==> src/rtl/fetch_queue.sv <==
// Instruction-fetch front end: PC, single-cycle synchronous imem port and a DEPTH-entry FIFO.
// Define FETCH_QUEUE_PC_EN to add pc_o, the word address of the FIFO head entry.
module fetch_queue #(
    parameter int WORD  = 32,
    parameter int ADDR  = 16,
    parameter int DEPTH = 4
) (
    input  logic            clk,
    input  logic            reset,
    output logic [ADDR-1:0] next_addr,
    output logic            imem_req,
    input  logic [WORD-1:0] inst_i,
    output logic [WORD-1:0] inst_o,
    output logic            v_o,
    input  logic            stall_i,
    output logic            stall_o,
    input  logic            branch,
`ifdef FETCH_QUEUE_PC_EN
    input  logic [ADDR-1:0] branch_addr,
    output logic [ADDR-1:0] pc_o
`else
    input  logic [ADDR-1:0] branch_addr
`endif
);

    localparam int PTRW = $clog2(DEPTH);

    // Handshake: inst_o is consumed in a cycle where v_o=1 and stall_i=0 and branch=0;
    // imem data is taken unconditionally the cycle after imem_req.
    logic [PTRW:0]   count;
    logic [PTRW-1:0] rd_ptr;
    logic [PTRW-1:0] wr_ptr;
    logic            inflight;
    logic [ADDR-1:0] pc_r;
    logic [WORD-1:0] inst_mem [DEPTH];

    logic            pop;
    logic            push;
    logic            issue;
    logic [PTRW+1:0] credit;

    assign v_o  = (count != '0);
    assign pop  = v_o & ~stall_i & ~branch;
    assign push = inflight & ~branch;

    // Credits count queued plus in-flight words, so a returning word always has a slot.
    assign credit = {1'b0, count} + (PTRW+2)'(inflight) - (PTRW+2)'(pop);
    assign issue  = ~branch & (credit < (PTRW+2)'(DEPTH));

    assign imem_req  = issue;
    assign stall_o   = ~issue & ~branch;
    assign next_addr = pc_r;
    assign inst_o    = inst_mem[rd_ptr];

    always_ff @(posedge clk or posedge reset) begin
        if (reset) begin
            pc_r     <= '0;
            count    <= '0;
            rd_ptr   <= '0;
            wr_ptr   <= '0;
            inflight <= 1'b0;
        end else if (branch) begin
            // Flush: queue emptied, returning word dropped, fetch restarts at the target.
            count    <= '0;
            rd_ptr   <= wr_ptr;
            inflight <= 1'b0;
            pc_r     <= branch_addr;
        end else begin
            inflight <= issue;
            if (issue) pc_r <= pc_r + ADDR'(1);
            if (push)  wr_ptr <= wr_ptr + PTRW'(1);
            if (pop)   rd_ptr <= rd_ptr + PTRW'(1);
            count <= count + (PTRW+1)'(push) - (PTRW+1)'(pop);
        end
    end

    always_ff @(posedge clk) begin
        if (push) inst_mem[wr_ptr] <= inst_i;
    end

`ifdef FETCH_QUEUE_PC_EN
    logic [ADDR-1:0] pc_mem [DEPTH];
    logic [ADDR-1:0] inflight_pc;

    always_ff @(posedge clk) begin
        if (issue) inflight_pc <= pc_r;
        if (push)  pc_mem[wr_ptr] <= inflight_pc;
    end

    assign pc_o = pc_mem[rd_ptr];
`endif

endmodule

==> config.mk <==
export PLATFORM = sky130hd
export DESIGN_NAME = fetch_queue
export DESIGN_NICKNAME = d
export VERILOG_FILES = /design/src/rtl/fetch_queue.sv
export SDC_FILE = /design/constraint.sdc
export NUM_CORES = 1
export LEC_CHECK = 0
export ABC_AREA = 1
export CORE_ASPECT_RATIO = 2
export CORE_UTILIZATION = 30
export DETAILED_ROUTE_END_ITERATION = 12
export PLACE_DENSITY_LB_ADDON = 0.08
export SYNTH_ARGS = -nofsm -noshare
export SYNTH_HDL_FRONTEND = slang
export SYNTH_SLANG_ARGS = --single-unit
export TNS_END_PERCENT = 5
==> constraint.sdc <==
create_clock -name clk -period 2.6 [get_ports clk]
set_clock_uncertainty 0.2 [all_clocks]
set_input_delay 0.52 -clock clk [delete_from_list [all_inputs] [get_ports clk]]
set_output_delay 0.52 -clock clk [all_outputs]
set_load 0.005 [all_outputs]
# == Word-level counts from Yosys, hierarchy flattened ==
# Memory sizes are Yosys's and may differ from the RTL's.
# Index checks and enable logic that the tools add are counted.
# totals
word_cells,34
output_inout_bits,51
memories,1
mem_bits_rw,128
rom_bits,0
regBits,24
latch_bits,0
# memory_table
memory,depth,width,rd,rd_clocked_by_memory_dff,write_ports,line_no,rtl
inst_mem,4,32,1,0,1,35,logic [WORD-1:0] inst_mem [DEPTH];
# op_classes
n_div,0
muxes,8
n_mul,0
n_eq_ne,0
addsub,7
order_cmp,1
bitwise,8
shift,0
n_reduce_logical,4
# op_table
op,n
2-to-1 mux 16 bit,2
adder 16 x 1 -> 16 bit (second input constant),1
AND 1 bit,5
adder 2 x 1 -> 2 bit (second input constant),2
adder 3 x 1 -> 4 bit,1
< comparator 4 x 3 -> 1 bit (second input constant),1
2-to-1 mux 2 bit,2
nonzero test 2 bit,2
subtractor 4 x 1 -> 4 bit,1
adder 3 x 1 -> 3 bit,1
2-to-1 mux 1 bit,3
2-to-1 mux 3 bit,1
NOT 1 bit,3
nonzero test 3 bit,1
subtractor 3 x 1 -> 3 bit,1
AND reduction 2 bit,1

# == Depth between registers and ports, before layout ==
# logic_depth
ltp_word,8
mapped_depth,15
depth_no_buf,14

# == Worst setup path after synthesis ==
# No wires, ideal clock.
# synth_timing
path_kind,in2reg
start,input port branch
end,"memory inst_mem[0][0], enable pin"
path_buffers,1
stages,4
setup_slack_ps,-235
arrival_ps,2214
cell_sequence,buf_4 > inv_4 > nand2_8 > nor2_1
# synth_between
elab_chain_len,4
# synth_rtl
item,line_no,rtl
from (decl),17,"input logic branch,"
NOT 1 bit,44,assign push = inflight & ~branch;
AND 1 bit,44,
2-to-1 mux 1 bit,78,if (push) inst_mem[wr_ptr] <= inst_i;
2-to-1 mux 1 bit (implied by the code),78,
to (decl),35,
# Every way passes these cells.

# == Worst setup path in the final report ==
# layout_timing
start,register inflight
end,output port stall_o
# layout_between
elab_chain_len,6
# layout_rtl
item,line_no,rtl
from (decl),33,logic inflight;
from (signal assigned),69,inflight <= issue;
adder 3 x 1 -> 4 bit,47,"assign credit = {1'b0, count} + (PTRW+2)'(inflight) - (PTRW+2)'(pop);"
subtractor 4 x 1 -> 4 bit,47,
< comparator 4 x 3 -> 1 bit,48,assign issue = ~branch & (credit < (PTRW+2)'(DEPTH));
AND 1 bit,48,
NOT 1 bit,51,assign stall_o = ~issue & ~branch;
AND 1 bit,51,
to (decl),16,"output logic stall_o,"
# Every way passes these cells.

==> results.md <==
| Group | Metric | Value |
|:---|:---|:---|
| final layout | Share of final-layout standard cells stronger than drive strength 1 | 13.2% |
| power and ir drop | Static Leakage | 3.29 nW |
| synth | Main combinational cell family by area after synthesis | simple AND/OR/NAND/NOR gates |
| power and ir drop | Final total power | 9.69 mW |
| clock tree | CTS HTree Levels | 4 |
| synth | Number of library cell types mapped by synthesis | 33 |
| grt | Global-route wire length before repair | 26000 um |
| clock tree | Sinks on Clock Net | 152 |
| sta | Final Worst Setup Slack | -0.151 ns |
| routing | Final ANT Viol Nets | 0 |
| clock tree | Clock latency on the worst-skew pair | 0.42 ns |
| placement | Post-place instance area | 8060 um^2 |
| status | Failing checks | negative setup slack |
| placement | DP Wirelength | 10600 um |
| worst setup path | Most common cell type on the critical path | sky130_fd_sc_hd__nand2_1 |
| worst setup path | Maximum fanout encountered on the critical timing path | 3 |
| worst setup path | Kind of end point of the critical path | output pin |
| clock tree | Total clock buffers created by CTS | 17 |
| worst setup path | Worst reg2reg endpoint | next_addr[12] |
| power and ir drop | Largest voltage drop on the vdd net | 0.000670 V |
| synth | Flip-flop and latch count after synthesis | 152 |
| synth | Multiplexer share of the synthesized area | 0% |
| placement | Buffers added on ports | 102 |
| final layout | Signed area change from the synthesized netlist to the final layout | 36.2% |
| routing | Routed WL per cell | 16.8 um |
| power and ir drop | P per Cell Area | 1110 nW/um^2 |
| floorplan | DIE AREA | 22000 um^2 |
| sta | Setup TNS after final layout | -0.483 ns |
| grt | Via count of the first global-routing pass | 4870 |
| grt | Total global routing track utilization | 15.7% |
| worst setup path | Gate family responsible for the most delay along the worst path | simple AND/OR/NAND/NOR gates |
| status | Outcome | complete, but fails checks |
| sta | Post-layout min period | 2.75 ns |
| placement | Gpl congestion | 0.893 |
| worst setup path | Cell-by-cell trace of the critical path | nand2_8, nand4_4, ha_4, nand2_1, nand3b_1, nand2_1, nand2_1, nand2_2, nand2_4, nand2_4, inv_1, buf_2 |
| routing | Total vias in the final route | 4604 |
| floorplan | Row count | 75 |
| floorplan | Area inside the core boundary | 20900 um^2 |
| worst setup path | Sum of buffers and inverters on the critical path | 2 |
| clock tree | CTS tree | yes |
| sta | # setup viols final | 4 |
| worst setup path | Critical path arrival | 2.03 ns |
| synth | Compound-gate portion of the synthesized area | 10.6% |
| synth | Mean post-synth cell area | 11.5 um^2 |
| floorplan | Vertical extent of the die | 209 um |
| floorplan | Starting density of the core | 30.7% |
| sta | Worst slack on hold paths | 0.254 ns |
| worst setup path | Category of the critical setup timing path | flop to output pin |
| synth | Total number of yosys warnings | 0 |
| clock tree | Clk root buf | sky130_fd_sc_hd__clkbuf_16 |
| worst setup path | Required time reported for the critical path endpoint | 1.88 ns |
| sta | Final cycle utilization of the critical path | 106% |
| job | Number of max-capacitance violations reported | 0 |
| final layout | Final cell utilization of the core | 41.8% |
| synth | Fraction of synthesized cell area in xor and xnor cells | 0.683% |
| worst setup path | Worst reg-to-reg setup slack | 0.39 ns |
| synth | Synthesized Nets | 618 |
| floorplan | I/O pin total | 103 |
| worst setup path | Reg-to-reg startpoint | next_addr[0] |
| synth | Synth Area in Adders | 1.87% |
| clock tree | Maximum root-to-sink buffer count | 2 |
| floorplan | Width of the die | 105 um |
| sta | Max-slew violation total from the final report | 0 |
| routing | Detailed-route wire length | 16300 um |
| worst setup path | Cells on worst reg2reg path | 11 |
| worst setup path | Max incr delay on CP | 0.44 ns |
| sta | Measured slew at the worst slew-check pin | 0.422 ns |
| grt | Pin count of the biggest net entering global routing | 34 |
| routing | DRC errors left | 0 |
| final layout | Number of antenna repair diodes | 0 |
| synth | Post-Synth Simple-Gate Area | 13.7% |
| clock tree | Clock transition at the registers of the reported paths | 0.06 ns |
| clock tree | Setup bufs post-CTS | 0 |
| synth | Syn Inst Count | 557 |
| synth | Count of flip-flops with a built-in enable after synthesis | 128 |
| synth | Share of flip-flops with an asynchronous set or reset after synthesis | 15.8% |
| sta | RSZ-0062 raised after global routing | true |
| routing | Post-DR vias/cell | 4.76 |
| synth | Post-synthesis sequential area ratio | 69.3% |
| sta | Maximum achievable frequency | 364 MHz |
| final layout | NumNets Final | 746 |
| synth | Mapped Area | 6420 um^2 |
| grt | Initial antenna violation count | 0 |
| grt | Total overflow reported by the global router | 0 |
| routing | Number of search-and-repair iterations in the first detailed-routing pass | 4 |
| final layout | Post-layout instance area | 8740 um^2 |
| worst setup path | Worst path slowest cell | sky130_fd_sc_hd__dfrtp_2 |
| sta | Slew headroom | 71.6% |
| routing | Iteration-0 DRC Markers | 194 |
| sta | Hold Vio Cnt, Final | 0 |
| worst hold path | Worst hold path class | primary input to asynchronous set/reset pin |
| worst setup path | Type of element launching the critical path | flop |
| synth | Most used flip-flop cell after synthesis | sky130_fd_sc_hd__edfxtp_1 |
==> metrics by stage <==
step	setup WS (ns)	std cells
final	-0.151	967
after global routing	-0.315	967
after CTS	-0.209	967
after detailed placement	-0.848	935
after global placement	-0.822	935
after floorplan	-0.235	557
==> synth_stat cells, drive strengths merged, types with 2 or more instances <==
master,instances,share of area [%]
ha,8,1.6
o22ai,32,3.1
edfxtp,128,60
inv,32,1.9
buf,4,0.49
a21oi,6,0.47
o21bai,2,0.23
dfrtp,24,9.4
xor2,4,0.55
o21ai,81,6.3
nor2,87,5.1
nand4,5,0.72
nand2,84,5.5
clkbuf,23,1.3
nand3,26,2.0
nor3,2,0.16
==> cells by family (layout without fill, tap and decap cells) <==
logic type	after synthesis	after routing
fa+ha+maj	9	9
compound gates	125	125
buf+inv	60	201
flops	152	152
simple gates	206	206
xor+xnor	5	5
==> what timing repair did <==
action / CTS / global route
hold buffers: 0 / 0
setup endpoints to repair: 34 / 5
pin swaps: 6 / 6
gates resized for setup: 53 / 4
==> cells in the final DEF (no fill, tap or decap), types with 4 or more instances in the layout <==
| master | Yosys | routed |
|---|---|---|
| sky130_fd_sc_hd__nor2_1 | 87 | 81 |
| sky130_fd_sc_hd__clkbuf_16 | 0 | 17 |
| sky130_fd_sc_hd__buf_12 | 0 | 9 |
| sky130_fd_sc_hd__a21oi_1 | 6 | 5 |
| sky130_fd_sc_hd__clkdlybuf4s50_1 | 0 | 68 |
| sky130_fd_sc_hd__xor2_1 | 4 | 4 |
| sky130_fd_sc_hd__edfxtp_1 | 128 | 128 |
| sky130_fd_sc_hd__dlygate4sd2_1 | 0 | 31 |
| sky130_fd_sc_hd__nor2_4 | 0 | 5 |
| sky130_fd_sc_hd__o22ai_1 | 32 | 28 |
| sky130_fd_sc_hd__bufinv_16 | 0 | 5 |
| sky130_fd_sc_hd__nand2_1 | 78 | 78 |
| sky130_fd_sc_hd__nand4_1 | 4 | 4 |
| sky130_fd_sc_hd__dfrtp_1 | 24 | 22 |
| sky130_fd_sc_hd__ha_1 | 8 | 6 |
| sky130_fd_sc_hd__o22ai_2 | 0 | 4 |
| sky130_fd_sc_hd__inv_1 | 30 | 28 |
| sky130_fd_sc_hd__nand3_1 | 26 | 25 |
| sky130_fd_sc_hd__buf_4 | 2 | 23 |
| sky130_fd_sc_hd__o21ai_0 | 81 | 81 |
==> flip-flops by register name (all words and copies together) (netlist names) <==
signal     flops
count          3
inflight       1
inst_mem     128
next_addr     16
rd_ptr         2
wr_ptr         2
==> power by group <==
group          total (mW)  internal, mW  switching, mW
sequential           3.28          2.99          0.293
combinational        3.71          1.69           2.02
clock                2.70          1.77          0.924
total                9.69          6.45           3.24
==> metal layers <==
| layer | up-vias | part of all wire (%) | track usage, % |
|---|---|---|---|
| met3 | 23 | 4.6 | 4.71 |
| met4 | 0 | 2.4 | 6.56 |
| met2 | 104 | 54 | 28.9 |
| li1 | 2224 | - | - |
| met5 | - | 0 | 0 |
| met1 | 2253 | 39 | 16.3 |
==> cell type report <==
class                      count  area, um^2
clock inverter                 9         171
sequential                   152        4450
fill                        2014       12200
clock buffer                  23         478
timing repair buffer         136        1350
inverter                      33         129
multi-input combinational    345        1830
tap                          269         337
==> worst reg2reg max path, cell delays in order, from the launching register on <==
cell,delay [ns]
sky130_fd_sc_hd__dfrtp_1,0.41
sky130_fd_sc_hd__ha_1,0.19
sky130_fd_sc_hd__nand2_1,0.11
sky130_fd_sc_hd__nor2_1,0.20
sky130_fd_sc_hd__nand4_1,0.15
sky130_fd_sc_hd__nor2_1,0.19
sky130_fd_sc_hd__nand3_1,0.20
sky130_fd_sc_hd__o21bai_1,0.19
sky130_fd_sc_hd__inv_1,0.05
sky130_fd_sc_hd__o21ai_0,0.14
sky130_fd_sc_hd__nand2_1,0.07
sky130_fd_sc_hd__nand2_1,0.06
==> how the worst max path moves through the flow <==
stage / start / to / slack, ns / depth (start not counted)
floorplan: branch / inst_mem[0][0] / -0.23 / 4
global placement: branch / imem_req / -0.82 / 13
detailed placement: branch / imem_req / -0.85 / 13
CTS: count[1] / stall_o / -0.21 / 13
global route: count[0] / stall_o / -0.32 / 12
finish: inflight / stall_o / -0.15 / 12
(Power assumes the default switching activity.)
